File: config.mk
export PLATFORM = sky130hd
export DESIGN_NAME = alu_arbiter
export DESIGN_NICKNAME = d
export VERILOG_FILES = /design/src/rtl/alu_arbiter.sv
export SDC_FILE = /design/constraint.sdc
export NUM_CORES = 1
export LEC_CHECK = 0
export ABC_CLOCK_PERIOD_IN_PS = 1640
export CAP_MARGIN = 20
export CORE_AREA = 2 2 131 133
export CTS_BUF_LIST = sky130_fd_sc_hd__clkbuf_8
export DETAILED_ROUTE_END_ITERATION = 7
export DIE_AREA = 0 0 133 135
export GPL_TIMING_DRIVEN = 0
export PLACE_DENSITY = 0.79
export SETUP_SLACK_MARGIN = 0.05
export SLEW_MARGIN = 25
export SYNTH_ARGS = -nofsm -noshare
export SYNTH_HDL_FRONTEND = slang
export SYNTH_SLANG_ARGS = --single-unit
File: constraint.sdc
create_clock -name CLK -period 1.64 [get_ports CLK]
set_input_delay 0.328 -clock CLK [delete_from_list [all_inputs] [get_ports CLK]]
set_output_delay 0.328 -clock CLK [all_outputs]
set_load 0.02 [all_outputs]
File: src/rtl/alu_arbiter.sv
`default_nettype none
// ============================================================================
//  Module      : alu_arbiter
//  Description : Two-port front end for one shared combinational ALU.
//                Grants one requester per cycle (round-robin or fixed
//                priority), routes its operands to the ALU and captures the
//                result and flags in a per-port response register.
//  Revision    : 1.0 - initial release
// ============================================================================
module alu_arbiter #(
  parameter bit FIXED_PRIO = 1'b0
) (
  input  logic        CLK,
  input  logic        RST,

  input  logic        r0_valid,
  output logic        r0_ready,
  input  logic [31:0] r0_a,
  input  logic [31:0] r0_b,
  input  logic [2:0]  r0_alu_ctrl,
  input  logic [1:0]  r0_slt_ctrl,
  output logic        r0_rsp_valid,
  input  logic        r0_rsp_ready,
  output logic [31:0] r0_result,
  output logic [3:0]  r0_flags,

  input  logic        r1_valid,
  output logic        r1_ready,
  input  logic [31:0] r1_a,
  input  logic [31:0] r1_b,
  input  logic [2:0]  r1_alu_ctrl,
  input  logic [1:0]  r1_slt_ctrl,
  output logic        r1_rsp_valid,
  input  logic        r1_rsp_ready,
  output logic [31:0] r1_result,
  output logic [3:0]  r1_flags,

  output logic [31:0] alu_a,
  output logic [31:0] alu_b,
  output logic [2:0]  alu_ctrl,
  output logic [1:0]  alu_slt,
  input  logic [31:0] alu_result,
  input  logic [3:0]  alu_flags,

  output logic [15:0] op_count
);

  logic elig0;
  logic elig1;
  logic tie_pick0;
  logic grant0;
  logic grant1;
  logic last_grant;

  // A port may issue only if its response slot is empty or drains this cycle.
  // Reset blocks every grant so nothing is accepted while RST is high.
  assign elig0 = ~RST & r0_valid & (~r0_rsp_valid | r0_rsp_ready);
  assign elig1 = ~RST & r1_valid & (~r1_rsp_valid | r1_rsp_ready);

  // Tie-break: port 0 always wins in fixed mode; in round-robin mode port 0
  // wins only when port 1 was the last one served.
  generate
    if (FIXED_PRIO) begin : g_fixed_prio
      assign tie_pick0 = 1'b1;
    end else begin : g_round_robin
      assign tie_pick0 = last_grant;
    end
  endgenerate

  // One-hot (or empty) grant vector derived from eligibility and tie-break.
  always_comb begin
    grant0 = elig0 & (~elig1 | tie_pick0);
    grant1 = elig1 & ~grant0;
  end

  assign r0_ready = grant0;
  assign r1_ready = grant1;

  // Steer the granted port's operands onto the shared ALU; idle bus is zero.
  always_comb begin
    alu_a    = 32'd0;
    alu_b    = 32'd0;
    alu_ctrl = 3'b000;
    alu_slt  = 2'b00;
    if (grant0) begin
      alu_a    = r0_a;
      alu_b    = r0_b;
      alu_ctrl = r0_alu_ctrl;
      alu_slt  = r0_slt_ctrl;
    end else if (grant1) begin
      alu_a    = r1_a;
      alu_b    = r1_b;
      alu_ctrl = r1_alu_ctrl;
      alu_slt  = r1_slt_ctrl;
    end
  end

  // Port 0 response slot: load on grant, hold while unconsumed, clear on drain.
  always_ff @(posedge CLK) begin
    if (RST) begin
      r0_rsp_valid <= 1'b0;
      r0_result    <= 32'd0;
      r0_flags     <= 4'd0;
    end else if (grant0) begin
      r0_rsp_valid <= 1'b1;
      r0_result    <= alu_result;
      r0_flags     <= alu_flags;
    end else if (r0_rsp_ready) begin
      r0_rsp_valid <= 1'b0;
    end
  end

  // Port 1 response slot: same behaviour as port 0.
  always_ff @(posedge CLK) begin
    if (RST) begin
      r1_rsp_valid <= 1'b0;
      r1_result    <= 32'd0;
      r1_flags     <= 4'd0;
    end else if (grant1) begin
      r1_rsp_valid <= 1'b1;
      r1_result    <= alu_result;
      r1_flags     <= alu_flags;
    end else if (r1_rsp_ready) begin
      r1_rsp_valid <= 1'b0;
    end
  end

  // Remember the last served port and count accepted operations (wrapping).
  always_ff @(posedge CLK) begin
    if (RST) begin
      last_grant <= 1'b1;
      op_count   <= 16'd0;
    end else if (grant0 | grant1) begin
      last_grant <= grant1;
      op_count   <= op_count + 16'd1;
    end
  end

endmodule
`default_nettype wire

# Word-level counts from Yosys, hierarchy flattened
# Cells that the tools add are included.
# classes
addsub	1
multipliers	0
div_mod_pow	0
n_lt_le_gt_ge	0
n_eq_ne	0
shift	0
muxes	12
bitwise_logic	15
reduce_logical	2
# ops
cell	n
$mux W32	4
$add A16 B1 Y16 const B	1
$and A1 B1 Y1	6
$mux W3	2
$not A1 Y1	5
$mux W1	4
$mux W2	2
$or A1 B1 Y1	4
$reduce_bool A2 Y1	2
# word_totals
reg_bits	91
latchBits	0
ramBits	0
romBits	0
in_bits	180
output_inout_bits	161
word_cells	38
memories	0

# Depth between registers and ports, before layout
# logic_depth
ltp_word	10
ltp_mapped	8
mapped_depth_nobuf	5

# Worst setup path before layout
# OpenSTA, ideal clock, no wires.
# synth_timing
path_type	reg-to-output
start	register r1_rsp_valid
end	output port alu_a[29]
arrival_ns	1.597
required_ns	1.312
path_slack_ns	-0.285
stages_incl_launch_ff	8
path_buffers	3
cell_sequence	dfxtp_1 -> nor2b_2 -> a311o_1 -> buf_6 -> clkinv_2 -> buf_6 -> buf_6 -> a22o_1
# synth_between
elab_chain_len	10
# synth_rtl
item	line_no	text
start, declared	33	output logic r1_rsp_valid,
start signal, assigned	116	r1_rsp_valid <= 1'b0;
start signal, assigned	120	r1_rsp_valid <= 1'b1;
start signal, assigned	124	r1_rsp_valid <= 1'b0;
$not A1 Y1 *	58	assign elig1 = ~RST & r1_valid & (~r1_rsp_valid | r1_rsp_ready);
$or A1 B1 Y1 *	58	
$and A1 B1 Y1 *	58	
$not A1 Y1	72	grant0 = elig0 & (~elig1 | tie_pick0);
$or A1 B1 Y1	72	
$and A1 B1 Y1	72	
$not A1 Y1	73	grant1 = elig1 & ~grant0;
$and A1 B1 Y1	73	
$mux W32	90	end else if (grant1) begin
$mux W32 *	85	if (grant0) begin
end, declared	38	output logic [31:0] alu_a,
# Every way passes the cells marked *; elsewhere a longest branch is shown, timed or not.

# Worst setup path after layout
# layout_timing
start	register r1_rsp_valid
end	output port alu_a[28]
# The elaborated chain is that of the path after synthesis.

==> metrics.yaml <==
worst_setup_path:
  cp-start-kind: "flip-flop"
  path_buf_inv: 5
  crit_required_ns: 1.31
  path_max_fanout: 5
  arrival_ns: 1.98
  cp-end-kind: "primary output"
  crit_family: "buffers and inverters"
  slowest_stage: "dfxtp_4"
  path_class: "reg -> out"
  critical_path.max_stage_delay_ns: 0.35
  worstPathCellList: "nor2b_4 -> o311ai_4 -> buf_6 -> inv_6 -> buf_12 -> buf_12 -> a22o_4 -> buf_6"
grt:
  overflow: 0
  grt_start_max_net_pins: 17
  grt_pass1_wl_um: 32200
  grt_usage: 0.241
  grt_pass1_vias: 5205
  antenna_found_initial: 5
synthesis:
  synth_area_um2: 4080
  synthCells: 498
  ys_top_cells_by_area: "dfxtp_1 (45%), a22o_1 (15%), nand2_1 (15%)"
  synthArstFlopShare: 0
  synth_xor_xnor_area_share: 0.00215
  synth_adder_area_share: 0.00307
  synth_common_cells: "nand2_1 (158), dfxtp_1 (91), a21oi_1 (78), a22o_1 (69), clkbuf_1 (20)"
  synth_most_common_cell: "nand2_1"
  netlist.area_leader.share: 0.447
  yosys.area.top_type: "dfxtp_1"
  yosysWarnings: 0
  synth.avg_cell_area_um2: 8.19
  synth_fp_nets: 679
  yosys_register_bits: 91
  synth_compound_area_frac: 0.279
  synth_ff_type: "dfxtp_1"
  synthMuxAreaShare: 0.0175
  synth_top_family_by_area: "compound AO/OA/AOI/OAI gates"
  yosysSeqAreaShare: 0.447
  synth-edff-count: 0
  synthSimpleGateAreaFrac: 0.194
  ys_types: 37
power_and_ir_drop:
  seqPwrFrac: 0.383
  peakVddDrop_mv: 0.355
  p_int_mw: 4.15
  total_power_mw: 6.17
  pwr_density_cell_nw_per_um2: 617
  p_sw_frac: 0.327
  p_leak_nw: 5.07
  p_sw_mw: 2.02
  clkPwrFrac: 0.235
  comb_power_share: 0.382
sta:
  fin_crit_sh: 1.41
  relSlewSlack: 0.454
  setup_ws_ns: -0.665
  slew_viol_final: 0
  finalSetupViolCount: 104
  tightestPinTransition_ns: 0.819
  clock_skew_ns: 0.0125
  max_freq_mhz: 434
  hold_violations: 0
  fin_crit_ns: 2.31
  rsz0062_at_grt: "true"
clocking:
  cts_tree: "built"
  clock_latency_ns: 0.38
  path_clk_slew_ns: 0.10
  cts.sinks: 91
  clockBufferDepth: 2
  postCtsHoldBufs: 0
  htree_levels: 3
  root_buffer: "clkbuf_8"
  numCtsBuffers: 9
layout:
  drive_gt1_frac: 0.376
  final_cells: 1121
  regArea_um2: 1840
  syn2layout_area_growth_pct: 145
  nFillCells: 1301
  nets: 1073
  multi_input_area_um2: 3060
  fin_util: 0.610
  design_area_um2: 10000
run_status:
  violations: "setup timing"
  status: "finished, violations left"
die:
  die_area_um2: 18000
  initial_core_util: 0.248
  core_area_um2: 16400
  die_y_um: 135
  pin_count: 341
  die_w_um: 133
  rows: 47
route:
  route.detailed.drc: 0
  wl_per_cell_um: 21.4
  num_vias: 5528
  drt_iter0_markers: 181
  viasPerCell: 4.93
  firstDrtPassIters: 4
  final_antenna_net_count: 0
  routed_wl_um: 24000
place:
  port_buffers: 340
  place_inst: 1058
  place_area_um2: 8380
  dp_hpwl_um: 17100
  globalplace.congestion: 0.871
job:
  drv_cap: 0
hold_path:
  holdCritPathClass: "in -> reg"
[per-stage QoR]
stage          worst slack (ns)  setup TNS (ns)  hold slack [ns]
4_1_cts                  -0.698          -57.93            0.454
2_1_floorplan            -0.123           -4.68            0.464
3_3_place_gp              -1.47         -150.26            0.441
6_report                 -0.665          -48.11            0.371
5_1_grt                  -0.715          -54.12            0.399
3_5_place_dp              -1.47         -151.38            0.446
[flip-flops by register name, summed over array words and instances (netlist names)]
| register | count |
|---|---|
| r1_rsp_valid | 1 |
| r1_result | 32 |
| r0_rsp_valid | 1 |
| r0_flags | 4 |
| r1_flags | 4 |
| op_count | 16 |
| last_grant | 1 |
| r0_result | 32 |
[worst reg2reg max path, stage by stage (launching register included)]
cell	delay (ns)
dfxtp_4	0.35
nor2b_4	0.19
a311o_1	0.17
buf_6	0.16
clkinv_8	0.09
buf_12	0.14
buf_12	0.13
buf_6	0.11
buf_6	0.10
buf_6	0.10
buf_8	0.13
nand2_2	0.07
a21oi_2	0.05
[cell usage in the layout, fill, tap and decap left out, types with 3 or more instances in the layout]
cell type,count
a21oi_1,41
a21oi_2,37
a22o_1,7
a22o_4,62
buf_12,9
buf_16,5
buf_2,21
buf_4,13
buf_6,68
buf_8,9
clkbuf_1,9
clkbuf_16,12
clkbuf_8,14
clkdlybuf4s50_1,174
clkinv_4,3
dfxtp_1,80
dfxtp_2,10
diode_2,4
dlygate4sd2_1,47
dlymetal6s2s_1,47
inv_1,3
mux2i_1,6
nand2_1,112
nand2_2,17
nand2_4,29
nand3_1,6
nand4_1,4
nor2_1,3
o41ai_1,3
[cells by family after synthesis]
family,count (synthesis)
flip-flops,91
adder cells (fa/ha/maj),1
AND/OR/NAND/NOR,189
buffers and inverters,46
multiplexers,7
AO/OA/AOI/OAI,163
XOR/XNOR,1
[path summary, 6_finish.rpt]
check	endpoint	startpoint	depth (start not counted)	slack (ns)
max	alu_a[28]	r1_rsp_valid$_SDFFE_PP0P_	8	-0.67
min	op_count[15]$_SDFFE_PP0P_	RST	3	0.37
max reg2reg	r1_flags[2]$_SDFFE_PP0P_	r1_rsp_valid$_SDFFE_PP0P_	12	-0.31
min reg2reg	r0_result[29]$_SDFFE_PP0P_	r0_result[29]$_SDFFE_PP0P_	2	0.46
[layout make-up]
class,instances,area share
timing repair buffer,383,0.403
multi-input combinational,361,0.306
sequential,91,0.184
buffer,38,0.0543
tap,220,0.0275
clock buffer,9,0.0124
clock inverter,7,0.00538
inverter,5,0.00450
timing repair inverter,3,0.00238
antenna,4,0.00100
[repair_timing]
item | 4_1_cts | 5_1_grt
gates cloned | 15 | 3
endpoints found under the setup margin | 252 | 209
gates resized for setup | 528 | 207
buffers inserted | 23 | 11
pin swaps | 41 | 39
[power groups by stage]
stage / logic (mW) / clock network [mW] / registers (mW)
detailed placement: 1.96 / 0 / 2.41
finish: 2.35 / 1.45 / 2.36
global placement: 1.96 / 0 / 2.40
global route: 2.47 / 1.55 / 2.37
CTS: 2.21 / 1.46 / 2.36
floorplan: 0.761 / 0 / 2.52
[metal layers]
metal,vias to the layer above,wire length [um],track usage
met1,2688,8960,0.268
met2,251,12700,0.432
met3,24,2040,0.0867
met4,2,357,0.0765
li1,2563,-,-
met5,-,13,0
No activity file was read; power rests on OpenSTA's default activity.
